$ cat src/rtl/ahb_sram_slave_if.sv
// AHB-Lite bus bundle for the SRAM slave.
//   slave  modport: address/control/write-data in; hreadyout/hresp/hrdata out.
//   master modport: the mirror image, used by whatever drives the bus.
// hready is the bus-level ready (the muxed hreadyout of the selected slave).
interface ahb_sram_slave_if;
  logic        hsel;
  logic [63:0] haddr;
  logic        hwrite;
  logic [2:0]  hsize;
  logic [2:0]  hburst;
  logic [3:0]  hprot;
  logic        hmastlock;
  logic [1:0]  htrans;
  logic [63:0] hwdata;
  logic        hready;
  logic        hreadyout;
  logic        hresp;
  logic [63:0] hrdata;

  modport slave (
    input  hsel, haddr, hwrite, hsize, hburst, hprot, hmastlock, htrans, hwdata, hready,
    output hreadyout, hresp, hrdata
  );

  modport master (
    output hsel, haddr, hwrite, hsize, hburst, hprot, hmastlock, htrans, hwdata, hready,
    input  hreadyout, hresp, hrdata
  );
endinterface

$ cat src/rtl/ahb_sram_slave.sv
// AHB-Lite slave in front of a 64-bit synchronous SRAM.
//   clk, rst        : single rising-edge clock, async active-high reset
//   bus (slave)     : AHB address/data phases, hreadyout/hresp/hrdata back
//   sram_cs/we      : one-cycle access strobe, write enable
//   sram_addr       : 64-bit word address inside the MEM_BYTES window
//   sram_wdata/be   : write data (straight from hwdata) and byte enables
//   sram_rdata      : SRAM read data, valid the cycle after a read strobe
// Every transfer is either a good read, a good write, or a two-cycle ERROR
// response. WAIT_CYCLES adds wait states; reads always cost one more cycle
// than writes because the SRAM returns data one cycle after the strobe.
module ahb_sram_slave #(
  parameter  int MEM_BYTES   = 65536,
  parameter  int WAIT_CYCLES = 0,
  localparam int LOG2        = $clog2(MEM_BYTES),
  // An 8-byte window has no word-address bits; keep a 1-bit port tied to 0.
  localparam int AW          = (LOG2 > 3) ? LOG2 - 3 : 1
) (
  input  logic               clk,
  input  logic               rst,
  ahb_sram_slave_if.slave    bus,
  output logic               sram_cs,
  output logic               sram_we,
  output logic [AW-1:0]      sram_addr,
  output logic [63:0]        sram_wdata,
  output logic [7:0]         sram_be,
  input  logic [63:0]        sram_rdata
);

  typedef enum logic [2:0] {S_IDLE, S_WAIT, S_RD, S_ERR1, S_ERR2} state_t;

  state_t        state_q, state_d;
  logic [3:0]    cnt_q, cnt_d;
  logic          wr_q, wr_d;
  logic          hreadyout_q, hreadyout_d;
  logic          hresp_q, hresp_d;
  logic          cs_q, cs_d;
  logic          we_q, we_d;
  logic [AW-1:0] addr_q, addr_d;
  logic [7:0]    be_q, be_d;
  logic          rd_cap_q, rd_cap_d;
  logic [63:0]   hrdata_q, hrdata_d;

  logic          accept;
  logic          align_ok;
  logic          range_ok;
  logic          xfer_err;
  logic [7:0]    be_mask;
  logic          unused_ok;

  // Burst type, protection and lock have no effect on a flat SRAM.
  assign unused_ok = ^{bus.hburst, bus.hprot, bus.hmastlock};

  // Address-phase decode. hsize 4..7 falls into the default arm and is
  // reported through align_ok=0.
  always_comb begin
    accept = bus.hsel & bus.hready & bus.htrans[1] & hreadyout_q;
    case (bus.hsize)
      3'd0:    begin align_ok = 1'b1;                   be_mask = 8'h01; end
      3'd1:    begin align_ok = ~bus.haddr[0];          be_mask = 8'h03; end
      3'd2:    begin align_ok = (bus.haddr[1:0] == '0); be_mask = 8'h0F; end
      3'd3:    begin align_ok = (bus.haddr[2:0] == '0); be_mask = 8'hFF; end
      default: begin align_ok = 1'b0;                   be_mask = 8'h00; end
    endcase
    range_ok = ((bus.haddr >> LOG2) == 64'd0);
    xfer_err = ~align_ok | ~range_ok;
  end

  // Next-state / next-output logic. Outputs are derived from the next state
  // so they come straight out of flops.
  always_comb begin
    state_d = state_q;
    cnt_d   = cnt_q;
    wr_d    = wr_q;
    addr_d  = addr_q;
    be_d    = be_q;
    cs_d    = 1'b0;
    we_d    = 1'b0;

    case (state_q)
      S_WAIT: begin
        // Counter saturates at zero; expiry is the cycle it reads 1.
        if (cnt_q > 4'd1) begin
          cnt_d = cnt_q - 4'd1;
        end else begin
          cnt_d = 4'd0;
          if (wr_q) begin
            state_d = S_IDLE;
            cs_d    = 1'b1;
            we_d    = 1'b1;
          end else begin
            state_d = S_RD;
          end
        end
      end
      S_RD:    state_d = S_IDLE;
      S_ERR1:  state_d = S_ERR2;
      S_ERR2:  state_d = S_IDLE;
      default: ;
    endcase

    // Only IDLE and ERR2 drive hreadyout=1, so an accept can only land there
    // (the last data-phase cycle of the previous transfer, or a quiet bus).
    if (accept) begin
      cnt_d  = 4'(WAIT_CYCLES);
      wr_d   = bus.hwrite;
      addr_d = AW'(bus.haddr >> 3);
      be_d   = be_mask << bus.haddr[2:0];
      if (xfer_err) begin
        state_d = S_ERR1;
      end else begin
        if (WAIT_CYCLES != 0) begin
          state_d = S_WAIT;
        end else if (bus.hwrite) begin
          state_d = S_IDLE;
        end else begin
          state_d = S_RD;
        end
        // Reads strobe in the first data-phase cycle; zero-wait writes strobe
        // in their only (final) data-phase cycle.
        if (!bus.hwrite) begin
          cs_d = 1'b1;
        end else if (WAIT_CYCLES == 0) begin
          cs_d = 1'b1;
          we_d = 1'b1;
        end
      end
    end

    hreadyout_d = (state_d == S_IDLE) || (state_d == S_ERR2);
    hresp_d     = (state_d == S_ERR1) || (state_d == S_ERR2);

    // SRAM data shows up the cycle after the read strobe; hold it from then on.
    rd_cap_d = cs_q & ~we_q;
    hrdata_d = rd_cap_q ? sram_rdata : hrdata_q;
  end

  always_ff @(posedge clk or posedge rst) begin
    if (rst) begin
      state_q     <= S_IDLE;
      cnt_q       <= 4'd0;
      wr_q        <= 1'b0;
      hreadyout_q <= 1'b1;
      hresp_q     <= 1'b0;
      cs_q        <= 1'b0;
      we_q        <= 1'b0;
      addr_q      <= '0;
      be_q        <= 8'h00;
      rd_cap_q    <= 1'b0;
      hrdata_q    <= 64'd0;
    end else begin
      state_q     <= state_d;
      cnt_q       <= cnt_d;
      wr_q        <= wr_d;
      hreadyout_q <= hreadyout_d;
      hresp_q     <= hresp_d;
      cs_q        <= cs_d;
      we_q        <= we_d;
      addr_q      <= addr_d;
      be_q        <= be_d;
      rd_cap_q    <= rd_cap_d;
      hrdata_q    <= hrdata_d;
    end
  end

  assign bus.hreadyout = hreadyout_q;
  assign bus.hresp     = hresp_q;
  // With no wait states the final read cycle is the capture cycle itself,
  // so the fresh SRAM word is forwarded around the holding register.
  assign bus.hrdata    = rd_cap_q ? sram_rdata : hrdata_q;

  assign sram_cs    = cs_q;
  assign sram_we    = we_q;
  assign sram_addr  = addr_q;
  assign sram_be    = be_q;
  assign sram_wdata = bus.hwdata;

endmodule

$ cat src/flat_wrapper.sv
// flat-port wrapper written by rule: the top's interface ports become plain ports
module ahb_sram_slave_flat 
#(
  parameter  int MEM_BYTES   = 65536,
  parameter  int WAIT_CYCLES = 0,
  localparam int LOG2        = $clog2(MEM_BYTES),
                                                                            
  localparam int AW          = (LOG2 > 3) ? LOG2 - 3 : 1
)
  (clk, rst, sram_cs, sram_we, sram_addr, sram_wdata, sram_be, sram_rdata, bus_hsel, bus_haddr, bus_hwrite, bus_hsize, bus_hburst, bus_hprot, bus_hmastlock, bus_htrans, bus_hwdata, bus_hready, bus_hreadyout, bus_hresp, bus_hrdata);
  ahb_sram_slave_if bus_i ();
  input  logic clk;
  input  logic rst;
  output logic sram_cs;
  output logic sram_we;
  output logic [AW-1:0] sram_addr;
  output logic [63:0] sram_wdata;
  output logic [7:0] sram_be;
  input  logic [63:0] sram_rdata;
  input wire logic [$bits(bus_i.hsel)-1:0] bus_hsel;
  input wire logic [$bits(bus_i.haddr)-1:0] bus_haddr;
  input wire logic [$bits(bus_i.hwrite)-1:0] bus_hwrite;
  input wire logic [$bits(bus_i.hsize)-1:0] bus_hsize;
  input wire logic [$bits(bus_i.hburst)-1:0] bus_hburst;
  input wire logic [$bits(bus_i.hprot)-1:0] bus_hprot;
  input wire logic [$bits(bus_i.hmastlock)-1:0] bus_hmastlock;
  input wire logic [$bits(bus_i.htrans)-1:0] bus_htrans;
  input wire logic [$bits(bus_i.hwdata)-1:0] bus_hwdata;
  input wire logic [$bits(bus_i.hready)-1:0] bus_hready;
  output wire logic [$bits(bus_i.hreadyout)-1:0] bus_hreadyout;
  output wire logic [$bits(bus_i.hresp)-1:0] bus_hresp;
  output wire logic [$bits(bus_i.hrdata)-1:0] bus_hrdata;
  assign bus_i.hsel = bus_hsel;
  assign bus_i.haddr = bus_haddr;
  assign bus_i.hwrite = bus_hwrite;
  assign bus_i.hsize = bus_hsize;
  assign bus_i.hburst = bus_hburst;
  assign bus_i.hprot = bus_hprot;
  assign bus_i.hmastlock = bus_hmastlock;
  assign bus_i.htrans = bus_htrans;
  assign bus_i.hwdata = bus_hwdata;
  assign bus_i.hready = bus_hready;
  assign bus_hreadyout = bus_i.hreadyout;
  assign bus_hresp = bus_i.hresp;
  assign bus_hrdata = bus_i.hrdata;
  ahb_sram_slave #(.MEM_BYTES(MEM_BYTES), .WAIT_CYCLES(WAIT_CYCLES)) u_core (.clk(clk), .rst(rst), .bus(bus_i), .sram_cs(sram_cs), .sram_we(sram_we), .sram_addr(sram_addr), .sram_wdata(sram_wdata), .sram_be(sram_be), .sram_rdata(sram_rdata));
endmodule
$ cat config.mk
export PLATFORM = sky130hd
export DESIGN_NAME = ahb_sram_slave_flat
export DESIGN_NICKNAME = d
export VERILOG_FILES = /design/src/rtl/ahb_sram_slave_if.sv /design/src/rtl/ahb_sram_slave.sv /design/src/flat_wrapper.sv
export SDC_FILE = /design/constraint.sdc
export NUM_CORES = 1
export LEC_CHECK = 0
export CAP_MARGIN = 20
export CORE_AREA = 2 2 142 144
export CTS_BUF_LIST = sky130_fd_sc_hd__clkbuf_8
export DETAILED_ROUTE_END_ITERATION = 8
export DIE_AREA = 0 0 144 146
export PLACE_DENSITY = 0.69
export SETUP_SLACK_MARGIN = 0.3
export SYNTH_ARGS = -nofsm -noshare
export SYNTH_HDL_FRONTEND = slang
export SYNTH_SLANG_ARGS = --single-unit
$ cat constraint.sdc
create_clock -name clk -period 10.3 [get_ports clk]
set_input_delay 3.09 -clock clk [delete_from_list [all_inputs] [get_ports clk]]
set_output_delay 3.09 -clock clk [all_outputs]
set_load 0.02 [all_outputs]
Yosys cells after proc, flatten, opt, wreduce, memory -nomap -nowiden. Index checks and enable logic that the tools add are counted.

Reduce and logical (&&, ||, !) cells: 9. Order comparisons: 1. Add/sub/neg operators: 1. Muxes and demuxes: 20. Equality and inequality tests: 9. Bitwise gates (word level): 9. Shift operators: 1.

Operators with widths (number): zero test 64 bit (1); 2-to-1 mux 64 bit (1); one-hot mux 8 bit (4 select lines) (1); equality test 3 x 2 -> 1 bit (second input constant) (5); 2-to-1 mux 4 bit (3); zero test 3 bit (3); 2-to-1 mux 3 bit (3); one-hot mux 3 bit (3 select lines) (1); 2-to-1 mux 1 bit (8); << shifter 8 x 3 -> 8 bit (1); equality test 3 x 1 -> 1 bit (second input constant) (2); equality test 3 bit (second input constant) (2); AND 1 bit (4); greater-than comparator 4 x 1 -> 1 bit (second input constant) (1); 2-to-1 mux 2 bit (2); NOT 1 bit (4); one-hot mux 1 bit (4 select lines) (1); subtractor 4 x 1 -> 4 bit (second input constant) (1); zero test 2 bit (1); logical OR 1 bit (2); nonzero test 2 bit (1); OR reduction 2 bit (1); OR 1 bit (1).

Word-level logic and storage cells: 61. Input bits: 210. Output and inout bits: 153. Register bits: 98.

Depth between registers and ports, before layout. Gate-level depths: netlist (run 1).

Word-level depth: 8. Mapped depth: 6.

Least setup slack after synthesis (run 1). No wires, ideal clock.

Path kind: input to output. Start point: in sram_rdata[10]. End point: out bus_hrdata[10]. Path buffers: 0. Data arrival time: 3.471 ns. Setup slack: 3.739 ns. Required time: 7.210 ns. Cell stages on the path: 1. Cells stage by stage: mux2_1.

Word-level cells in the longest chain between the ends: 1.

Ends and longest elaborated chain: from (decl) (line flat_wrapper.sv:19) `input logic [63:0] sram_rdata;`; 2-to-1 mux 64 bit; to (decl) (line flat_wrapper.sv:32) `output wire logic [$bits(bus_i.hrdata)-1:0] bus_hrdata;`.

No other way between the ends.

Worst setup path after layout (run 1).
Start point: in sram_rdata[47]. End point: out bus_hrdata[47].

The elaborated chain is that of the path after synthesis.

==> results.cfg, run 1 <==
[status]
run_status = finished clean

[synthesis]
ys_seq_elements = 98
synth_most_common_cell = dfrtp_1
ys_top_cells_by_area = dfrtp_1 (53%), mux2_1 (11%), buf_4 (11%)
synth_async_sr_flop_share = 1.00
yosysTopAreaCell = dfrtp_1
yosys-top-cells-count = dfrtp_1 (97), buf_4 (64), nand2_1 (60), mux2_1 (44), mux2_2 (20)
ys_types = 41
syn_area_per_cell_um2 = 11.5
synth_top_area_share = 0.533
synth-warning-count = 0
synth_top_flop_cell = dfrtp_1
yosysSeqAreaShare = 0.538
syn-cell-area_mm2 = 0.00456
syn-num-nets = 609
synth-edff-count = 0
syn_inst = 397

[timing]
setup_viol = 0
min_period_over_period = 0.727
hold_viol = 0
worst_pin_slew_ps = 873
min_period_ps = 7480
clock-skew-final_ps = 13.8
clock.fmax_mhz = 134
rsz0062_at_grt = no
slew_violations = 0
tns_ps = 0
slew_headroom = 0.418

[placement]
dp.cells = 808
dp_hpwl_mm = 10.3
port_buffers = 225
gp_congestion = 0.738

[clock_tree]
numClockSinks = 98
clk_pin_slew_ps = 110
cts_buffer_depth = 2
postCtsSetupBuffers = 0
clockRootBuffer = clkbuf_8
hold_buffers = 0
cts_made_buffers = 9
ctsHtreeMaxLevel = 3
ctsResizeCount = 0
cts_tree = done
clkLatencyLatePin_ps = 370

[critical_path]
worst-path-stages = 3
worstPathRequired_ps = 7210
path_buf_inv = 2
cp_top_family = buffers and inverters
cp_cell_sequence = clkdlybuf4s50_1, mux2_1, clkdlybuf4s50_1
worstSetupEndpointType = output port
max_stage_delay_ps = 550
worst_path_most_repeated_cell = clkdlybuf4s50_1
start_kind = input pin
cp.arrival_ps = 4390
worstRegToRegCells = 4
worstPathMaxFanout = 2
slowest_stage = clkdlybuf4s50_1
critPathKind = input pin to output port
reg2reg_slack_ps = 8410

[cells_and_area]
area_growth_pct = 49.2
drive_gt1_frac = 0.0859
fin_cells = 825
fillers = 1943
final_core_util = 0.352
finalNetCount = 766

[hold_path]
hold_class = register to register
hold_depth = 1

[power]
ir_drop_uv = 65.6
pwr_density_cell_mw_per_mm2 = 253
leakage_nw = 2.93

[grt]
grt_max_degree = 65
antenna_found_initial = 1
grt_pass1_vias = 3600
overflow = 0
grtUsageTotal = 0.127
grt_first_pass_wirelength_mm = 20.2

[route]
ant_nets = 0
wire_per_inst_um = 16.5
routed_wl_mm = 13.6
drt-initial-drc-count = 88
vias = 3535
drtPass1Iterations = 4
route.detailed.drc = 0
viasPerCell = 4.28

[floorplan]
fp.dieArea_mm2 = 0.0210
io_pins = 363
start_util = 0.236
die_x_um = 144
die_h_um = 146
fp.coreArea_mm2 = 0.0193
rows = 51

[flow_run]
max_cap_viol_count = 0
-- stage by stage --
| stage | instance area (um^2) | hold slack, ps | worst slack (ps) | total power, mW |
|---|---|---|---|---|
| final | 6800 | 439 | 2820 | 1.72 |
| after global routing | 6800 | 474 | 2750 | 1.83 |
| after CTS | 6800 | 441 | 2790 | 1.75 |
| after detailed placement | 6610 | 434 | 2800 | 1.49 |
| after global placement | 6610 | 405 | 2810 | 1.47 |
| after floorplan | 4560 | 490 | 3740 | 1.08 |
-- power by group --
| group | switching [mW] | leakage (nW) | internal [mW] |
|---|---|---|---|
| Clock | 0.151 | 0.0958 | 0.0995 |
| Sequential | 0.0551 | 1.30 | 0.541 |
| Combinational | 0.435 | 1.54 | 0.437 |
-- state kept, by name, indices dropped and copies added, names as in the netlist --
signal                cells
u_core.hrdata_q          64
u_core.sram_addr         13
u_core.bus.hresp          1
u_core.sram_we            1
u_core.sram_be            8
u_core.wr_q               1
u_core.state_q            3
u_core.bus.hreadyout      1
u_core.sram_cs            1
u_core.cnt_q              4
u_core.rd_cap_q           1
-- worst register-to-register path, cell delays in order, from the launching register on --
cell,delay [ps]
dfrtp_1,480
or3b_4,460
or4_1,430
or3_1,330
a21oi_2,130
-- per-layer routing --
| metal | track usage | vias to the layer above | part of all wire |
|---|---|---|---|
| met2 | 0.224 | 215 | 0.49 |
| met3 | 0.0411 | 27 | 0.10 |
| met4 | 0.0446 | 0 | 0.024 |
| met5 | 0 | - | 0 |
| met1 | 0.142 | 1683 | 0.38 |
| li1 | - | 1610 | - |
-- final cells by class --
type	count	area, um^2	area share
Antenna cell	1	2.50	0.000368
Clock buffer	10	138	0.0202
Clock inverter	6	53.8	0.00791
Inverter	5	21.3	0.00313
Multi-Input combinational cell	212	1520	0.224
Sequential cell	98	2450	0.361
Tap cell	265	332	0.0488
Timing Repair Buffer	228	2270	0.335
-- worst paths after layout --
kind | end | start
worst max-delay path | bus_hrdata[47] | sram_rdata[47]
worst min-delay path | u_core.rd_cap_q | u_core.sram_we
worst max register to register | u_core.cnt_q[3] | u_core.state_q[2]
worst min register to register | u_core.rd_cap_q | u_core.sram_we
max in group asynchronous | u_core.rd_cap_q | rst
min in group asynchronous | u_core.hrdata_q[26] | rst
-- cell usage in the layout, fill, tap and decap left out, types with 2 or more instances in the layout --
master,instances
inv_6,3
nand4_1,3
ha_1,2
o22ai_1,2
o41ai_1,4
mux2_2,20
a21oi_1,10
or2_1,2
dfrtp_1,96
inv_1,4
o21ai_0,5
o31ai_1,3
mux2_1,44
o22a_1,2
nor3_1,5
nand3_1,3
nor2b_1,2
nor2_1,7
nor4_1,11
o21ai_1,4
clkdlybuf4s50_1,225
clkbuf_8,10
buf_4,3
a211oi_1,4
nand2_1,60
or3_1,4
-- cell families (layout without fill, tap and decap cells) --
family,count (synthesis),count (layout),synth area share
other,0,1,0
flip-flops,98,98,0.538
multiplexers,64,64,0.158
adder cells (fa/ha/maj),2,2,0.00549
AO/OA/AOI/OAI,41,41,0.0598
AND/OR/NAND/NOR,105,105,0.111
buffers and inverters,87,249,0.128
No activity file was read; power rests on OpenSTA's default activity.
==> run 2: changes to the inputs <==
--- a/config.mk
+++ b/config.mk
@@ -10,7 +10,7 @@
 export CTS_BUF_LIST = sky130_fd_sc_hd__clkbuf_8
 export DETAILED_ROUTE_END_ITERATION = 8
 export DIE_AREA = 0 0 144 146
-export PLACE_DENSITY = 0.69
+export PLACE_DENSITY = 0.71
 export SETUP_SLACK_MARGIN = 0.3
 export SYNTH_ARGS = -nofsm -noshare
 export SYNTH_HDL_FRONTEND = slang
==> constraint.sdc (replaced) <==
create_clock -name clk -period 6.7 [get_ports clk]
set_input_delay 2.01 -clock clk [delete_from_list [all_inputs] [get_ports clk]]
set_output_delay 2.01 -clock clk [all_outputs]
set_load 0.02 [all_outputs]
==> results.cfg, run 2 (synthesis gave the netlist of run 1 again) <==
[status]
run_status = finished clean

[floorplan]
io_pins = 363
fp.coreArea_mm2 = 0.0193
start_util = 0.236
fp.dieArea_mm2 = 0.0210
die_h_um = 146
die_x_um = 144
rows = 51

[placement]
gp_congestion = 0.751
placement.cell_area_mm2 = 0.00661
port_buffers = 225
dp_hpwl_mm = 10.4

[clock_tree]
numClockSinks = 98
cts_buffer_depth = 2
ctsHtreeMaxLevel = 3
cts_tree = done
clkLatencyLatePin_ps = 370
clockRootBuffer = clkbuf_8
postCtsSetupBuffers = 0
clk_pin_slew_ps = 100
ctsResizeCount = 0
hold_buffers = 0
cts_made_buffers = 9

[cells_and_area]
mostFrequentLayoutCells = clkdlybuf4s50_1 (225), dfrtp_1 (96), nand2_1 (60)
antenna_cells = 0
finalNetCount = 766
final_core_util = 0.351
drive_gt1_frac = 0.0841
final_area_mm2 = 0.00679
fillers = 1915
regMostFlops = u_core.hrdata_q
largest_register_ffs = 64
seq_area_mm2 = 0.00245
mostFrequentLayoutCell = clkdlybuf4s50_1
multi_input_area_mm2 = 0.00152
area_growth_pct = 48.9

[timing]
min_period_ps = 5350
clock.fmax_mhz = 187
rsz0062_at_grt = no
tns_ps = 0
clock-skew-final_ps = 9.42
setup_viol = 0
slew_violations = 0
slew_headroom = 0.425
min_period_over_period = 0.799
hold_viol = 0
worst_pin_slew_ps = 863

[grt]
grt_first_pass_wirelength_mm = 19.7
grtUsageTotal = 0.126
grt_pass1_vias = 3460
overflow = 0
antenna_found_initial = 0
grt_max_degree = 67

[critical_path]
timing.rr.end = u_core.sram_be[2]
start_kind = input pin
worstPathRequired_ps = 4690
cp-endpoint = bus_hrdata[41]
critPathKind = input pin to output port
timing.rr.start = u_core.bus.hreadyout
reg2reg_slack_ps = 4520
worstRegToRegCells = 3
worstPathMaxFanout = 2
worstSetupEndpointType = output port
crit_path_start = sram_rdata[41]
cp.arrival_ps = 3340

[route]
route.detailed.drc = 0
vias = 3516
drtPass1Iterations = 4
ant_nets = 0
drt-initial-drc-count = 78
wire_per_inst_um = 16.5
viasPerCell = 4.27
routed_wl_mm = 13.6

[power]
leakage_nw = 2.93
p_total_mw = 2.61
pwr_density_cell_mw_per_mm2 = 385
ir_drop_uv = 114

[flow_run]
max_cap_viol_count = 0

[hold_path]
min-delay-start = u_core.sram_we
hold_class = register to register
run 2: changes by cell type in the layout (fill, tap and decap cells not counted):
cell      previous run  this run
inv_1                4         5
inv_6                3         1
clkinv_2             0         1
diode_2              1         0
inv_8                1         0
clkinv_4             1         2
run 2: worst min-delay path by stage:
stage | end | slack (ps) | depth (start not counted)
6_report | u_core.rd_cap_q | 460 | 1
5_1_grt | u_core.rd_cap_q | 500 | 1
4_1_cts | u_core.rd_cap_q | 480 | 1
3_5_place_dp | u_core.rd_cap_q | 460 | 1
3_3_place_gp | u_core.sram_addr[1] | 460 | 2
2_1_floorplan | u_core.wr_q | 490 | 2
run 2: power by group:
group | internal [mW] | switching, mW | leakage (nW)
clock network | 0.146 | 0.218 | 0.0941
logic | 0.672 | 0.654 | 1.54
registers | 0.832 | 0.0905 | 1.30
total | 1.65 | 0.963 | 2.93
run 2: final cells by class:
cell class | instances | area share
Sequential cell | 98 | 0.362
Multi-Input combinational cell | 212 | 0.224
Timing Repair Buffer | 228 | 0.335
Clock buffer | 10 | 0.0203
Inverter | 5 | 0.00313
Clock inverter | 6 | 0.00627
Tap cell | 265 | 0.0489
run 2: per-layer routing:
metal,GRT usage,up-vias,wire length [um],part of all wire
met4,0.0500,0,344,0.025
met3,0.0533,23,1630,0.12
met1,0.132,1642,4930,0.36
li1,-,1620,-,-
met2,0.220,231,6670,0.49
met5,0,-,0,0
run 2: worst max-delay path, stage by stage:
cell,delay [ps]
clkdlybuf4s50_1,450
mux2_1,330
clkdlybuf4s50_1,550
run 2: through the flow:
| step | hold slack [ps] | std cells | setup slack, ps |
|---|---|---|---|
| floorplan | 490 | 397 | 2130 |
| global placement | 458 | 808 | 1350 |
| detailed placement | 461 | 808 | 1340 |
| CTS | 478 | 824 | 1340 |
| global route | 500 | 824 | 1320 |
| finish | 463 | 824 | 1350 |
==> variant 1: new RTL, config.mk and constraints of run 1 <==
`WAIT_CYCLES` is set to 0 in 2 places; all go to 1.
--- a/src/rtl/ahb_sram_slave.sv
+++ b/src/rtl/ahb_sram_slave.sv
@@ -11,5 +11,5 @@
 module ahb_sram_slave #(
   parameter  int MEM_BYTES   = 65536,
-  parameter  int WAIT_CYCLES = 0,
+  parameter  int WAIT_CYCLES = 1,
   localparam int LOG2        = $clog2(MEM_BYTES),
   // An 8-byte window has no word-address bits; keep a 1-bit port tied to 0.
--- a/src/flat_wrapper.sv
+++ b/src/flat_wrapper.sv
@@ -3,5 +3,5 @@
 #(
   parameter  int MEM_BYTES   = 65536,
-  parameter  int WAIT_CYCLES = 0,
+  parameter  int WAIT_CYCLES = 1,
   localparam int LOG2        = $clog2(MEM_BYTES),
                                                                             
Formal check against the unedited RTL: not equivalent (a bounded check fails within 4 cycles, from zero or initial values and one cycle with rst high).
==> variant 1 against run 1 <==
- sequential cell count is the same
- cell count shrank 0.73%
- total power grew 1.7%
- design area shrank 0.15%
- synthesized cell count shrank 1.0%
- count of clock-buffer cells in the layout shrank 1
- worst setup slack lost 0.00093 ns
- first-iteration DRC count shrank 42%
- synthesized area shrank 0.69%
- wire length shrank 3.6%
- largest cell class unchanged
==> variant 1: results (changes against run 1) <==
run status=finished clean; Multi-input gate area=1490 um2 (-2.1%); #MultiIn Comb=206 (-2.8%); Post-Route WL=13.1 mm (-3.6%); total global routing track utilization=12.4% (-0.28 points); P_comb=882 uW (+1%); Syn Nets=605 (-0.66%); share of cells above drive strength 1=16.8% (+8.2 points); fillers=1,933 (-0.51%); DP Area=6580 um2 (-0.36%); post-synthesis compound-gate area fraction=6.00% (+0.014 points); top cells by area, synth=dfrtp_1, mux2_2, buf_4; Int Power=1.11 mW (+3.0%); vias in the first global route=3,520 (-2.2%); hpwl dp=9.77 mm (-5.5%); clock network area share=3.06% (+0.24 points); worst vdd ir=0.0586 mV (-11%); Non-clk bufs=229 (+0.44%); post-route insts no fill=819 (-0.73%); P&R area growth vs syn=50.0%; register area share after synthesis=54.2% (+0.37 points); mux contribution to synthesized area=16.4% (+0.61 points); DR iter-0 viols=51 (-42%); Cells after DPL=803 (-0.62%); Slew HR=43.4% (+1.6 points); DP Worst Slack=2.80 ns (-0.00258 ns)
-- variant 1: final timing paths --
check,endpoint,depth (start not counted),slack (ns)
worst max-delay path,bus_hrdata[26],3,2.82
worst min-delay path,u_core.rd_cap_q$_DFF_PP0_,1,0.42
worst max register to register,u_core.cnt_q[3]$_DFFE_PP0P_,4,8.45
min in group asynchronous,u_core.hrdata_q[28]$_DFF_PP0_,2,3.16
max in group asynchronous,u_core.rd_cap_q$_DFF_PP0_,3,5.99
worst min register to register,u_core.rd_cap_q$_DFF_PP0_,1,0.42
-- variant 1: worst max-delay path, cell delays in order --
cell and delay, ns:
clkdlybuf4s50_1 0.50, mux2_2 0.17, clkdlybuf4s50_1 0.63
-- variant 1: per-layer routing --
metal	share of wire, %	global-route usage (%)
met2	49	21.1
met1	38	14.0
met5	0	0
met3	11	4.77
met4	2.2	4.41
==> variant 2: new RTL, flow settings as in run 1 <==
Made on the original files. Encoding of `state_t`: now Gray code (3 bits for 5 states).
--- a/src/rtl/ahb_sram_slave.sv
+++ b/src/rtl/ahb_sram_slave.sv
@@ -27,5 +27,5 @@
 );
 
-  typedef enum logic [2:0] {S_IDLE, S_WAIT, S_RD, S_ERR1, S_ERR2} state_t;
+  typedef enum logic [2:0] {S_IDLE = 3'b000, S_WAIT = 3'b001, S_RD = 3'b011, S_ERR1 = 3'b010, S_ERR2 = 3'b110} state_t;
 
   state_t        state_q, state_d;
Formal check against the unedited RTL: no difference found for any inputs over 10 cycles, from zero or initial values and one cycle with rst high; not proved beyond that.
==> variant 2 against run 1 <==
- worst setup slack improved by 0.032 ns
- sequential cell count did not move
- wire length fell by 8.3%
- critical endpoint is now bus_hrdata[38]
- design area rose by 0.92%
- first-iteration DRC count fell by 4.5%
- synthesized area barely moved
- critical path type unchanged
- die area did not move
Power is not compared: it rests on default switching activity, and its combinational part moved more than twofold at a synthesized area within 25%.
==> variant 2: results (changes against run 1) <==
Worst-Margin Slew=0.845 ns (-0.0283 ns); fillers=1,915 (-1.4%); cells on worst reg2reg path=6 (+2); Initial DRT Pass Iterations=4 (unchanged); worst vdd ir=0.0857 mV; largest net degree at the start of global routing=65 (unchanged); Cells after DPL=810 (+0.25%); reg-to-reg slack, setup=8.34 ns (-0.07 ns); first-pass GRT wire length=18.7 mm (-7.7%); fin nets=768 (+0.26%); Syn Nets=613 (+0.66%); postcts setup bufs=0 (unchanged); initial antenna violation count=0 (-1); delay-heaviest family, CP=buffers and inverters; total global routing track utilization=11.5% (-1.2 points); Worst Hold Class=flip-flop to flip-flop; routed vias=3,455 (-2.3%); TritonCTS buffer count=9 (unchanged); most flop-heavy register=u_core.hrdata_q; worst r2r dst=u_core.bus.hreadyout$_DFF_PP1_; clock tree buffer depth=2 (unchanged); termination of the worst setup path=bus_hrdata[38]; RD Place Congestion=0.705 (-4.5%); Largest stage delay, worst path=0.54 ns; Post-synth ARST share=100% (unchanged); Clock Skews=0.0161 ns (+0.00236 ns); Worst Setup SP=sram_rdata[38]; Mapped Avg Cell Area=11.4 um2 (-1.1%); n_diodes=0 (-1); post_cts resized=0 (unchanged); hold_buf cts=0 (unchanged); DR iter-0 viols=84 (-4.5%); share of cells above drive strength 1=16.3% (+7.7 points); hpwl dp=9.26 mm (-10%); largest fanout on the critical path=2 (unchanged); Synth top cells by count=dfrtp_1, buf_4, mux2_2; H-tree levels=3 (unchanged); clock insertion delay at the later pin of the skew report=0.37 ns (about the same); post-route insts no fill=825 (unchanged); Post-Route WL=12.5 mm (-8.3%); Largest register FFs=64 (unchanged); CTS clk-pin slew, worst paths=0.10 ns; slowest CP cell=clkdlybuf4s50_1; Unique masters post-synth=40 (-2.4%); # port buffers=225 (unchanged); Hold Path Stages=1 (unchanged); Ys Warns=0 (unchanged); register area share after synthesis=53.9% (about the same); top cells by area, synth=dfrtp_1, mux2_2, buf_4; vias in the first global route=3,501 (-2.8%); arrival time at the worst endpoint=4.36 ns (-0.03 ns); reg2reg start=u_core.cnt_q[0]$_DFFE_PP0P_; run status=finished clean; clk root buf=clkbuf_8; Leak=2.97 nW
[variant 2: changes by cell type in the layout (fill, tap and decap cells not counted), moves of 2 or more]
cell / run 1 / this run
mux2_1: 44 / 0
mux2_2: 20 / 64
nor2_1: 7 / 15
o21ai_1: 4 / 0
or3_1: 4 / 0
bufinv_16: 0 / 3
o21ai_0: 5 / 8
a21oi_1: 10 / 8
inv_1: 4 / 2
nand2_1: 60 / 58
nand2b_1: 0 / 2
o22ai_1: 2 / 0
or2_1: 2 / 0
[variant 2: per-layer routing]
| metal | wire length, um | up-vias | track usage [%] |
|---|---|---|---|
| li1 | - | 1611 | - |
| met1 | 5030 | 1614 | 13.2 |
| met2 | 5780 | 208 | 19.2 |
| met4 | 205 | 0 | 3.77 |
| met5 | 0 | - | 0 |
| met3 | 1440 | 22 | 4.87 |
[variant 2: layout make-up]
type	instances	area [um2]	area share, %
flip-flops and latches	98	2450	35.8
repair buffers	229	2300	33.6
multi-input cells	215	1520	22.2
well taps	265	332	4.83
clock buffers	9	124	1.81
clock inverters	6	113	1.64
inverters	3	13.8	0.201
[variant 2: metrics by stage]
stage                     cell area [um2]  setup slack, ns  power [mW]
final                                6860             2.85       0.755
after global routing                 6860             2.80       0.793
after CTS                            6860             2.83       0.772
after detailed placement             6630             2.82       0.463
after global placement               6600             2.83       0.462
after floorplan                      4560             3.81       0.442
[variant 2: cell families after synthesis]
| kind of cell | Yosys count | synth area share (%) |
|---|---|---|
| buf+inv | 88 | 12.7 |
| simple gates | 110 | 11.2 |
| flops | 98 | 53.9 |
| xor+xnor | 1 | 0.192 |
| fa+ha+maj | 2 | 0.549 |
| compound gates | 38 | 5.63 |
| mux | 64 | 15.8 |
[variant 2: worst min-delay path by stage]
stage | startpoint | end | slack [ns]
global placement | u_core.sram_we$_DFF_PP0_ | u_core.rd_cap_q$_DFF_PP0_ | 0.41
global route | u_core.sram_we$_DFF_PP0_ | u_core.rd_cap_q$_DFF_PP0_ | 0.47
detailed placement | u_core.sram_we$_DFF_PP0_ | u_core.rd_cap_q$_DFF_PP0_ | 0.41
floorplan | u_core.cnt_q[1]$_DFFE_PP0P_ | u_core.cnt_q[1]$_DFFE_PP0P_ | 0.51
CTS | u_core.sram_we$_DFF_PP0_ | u_core.rd_cap_q$_DFF_PP0_ | 0.44
finish | u_core.sram_we$_DFF_PP0_ | u_core.rd_cap_q$_DFF_PP0_ | 0.44
[variant 2: report_power, final]
group	internal, mW	total, mW	leakage [nW]	switching (mW)
logic	0.0482	0.0696	1.52	0.0214
registers	0.384	0.384	1.34	0
clock network	0.162	0.301	0.120	0.140
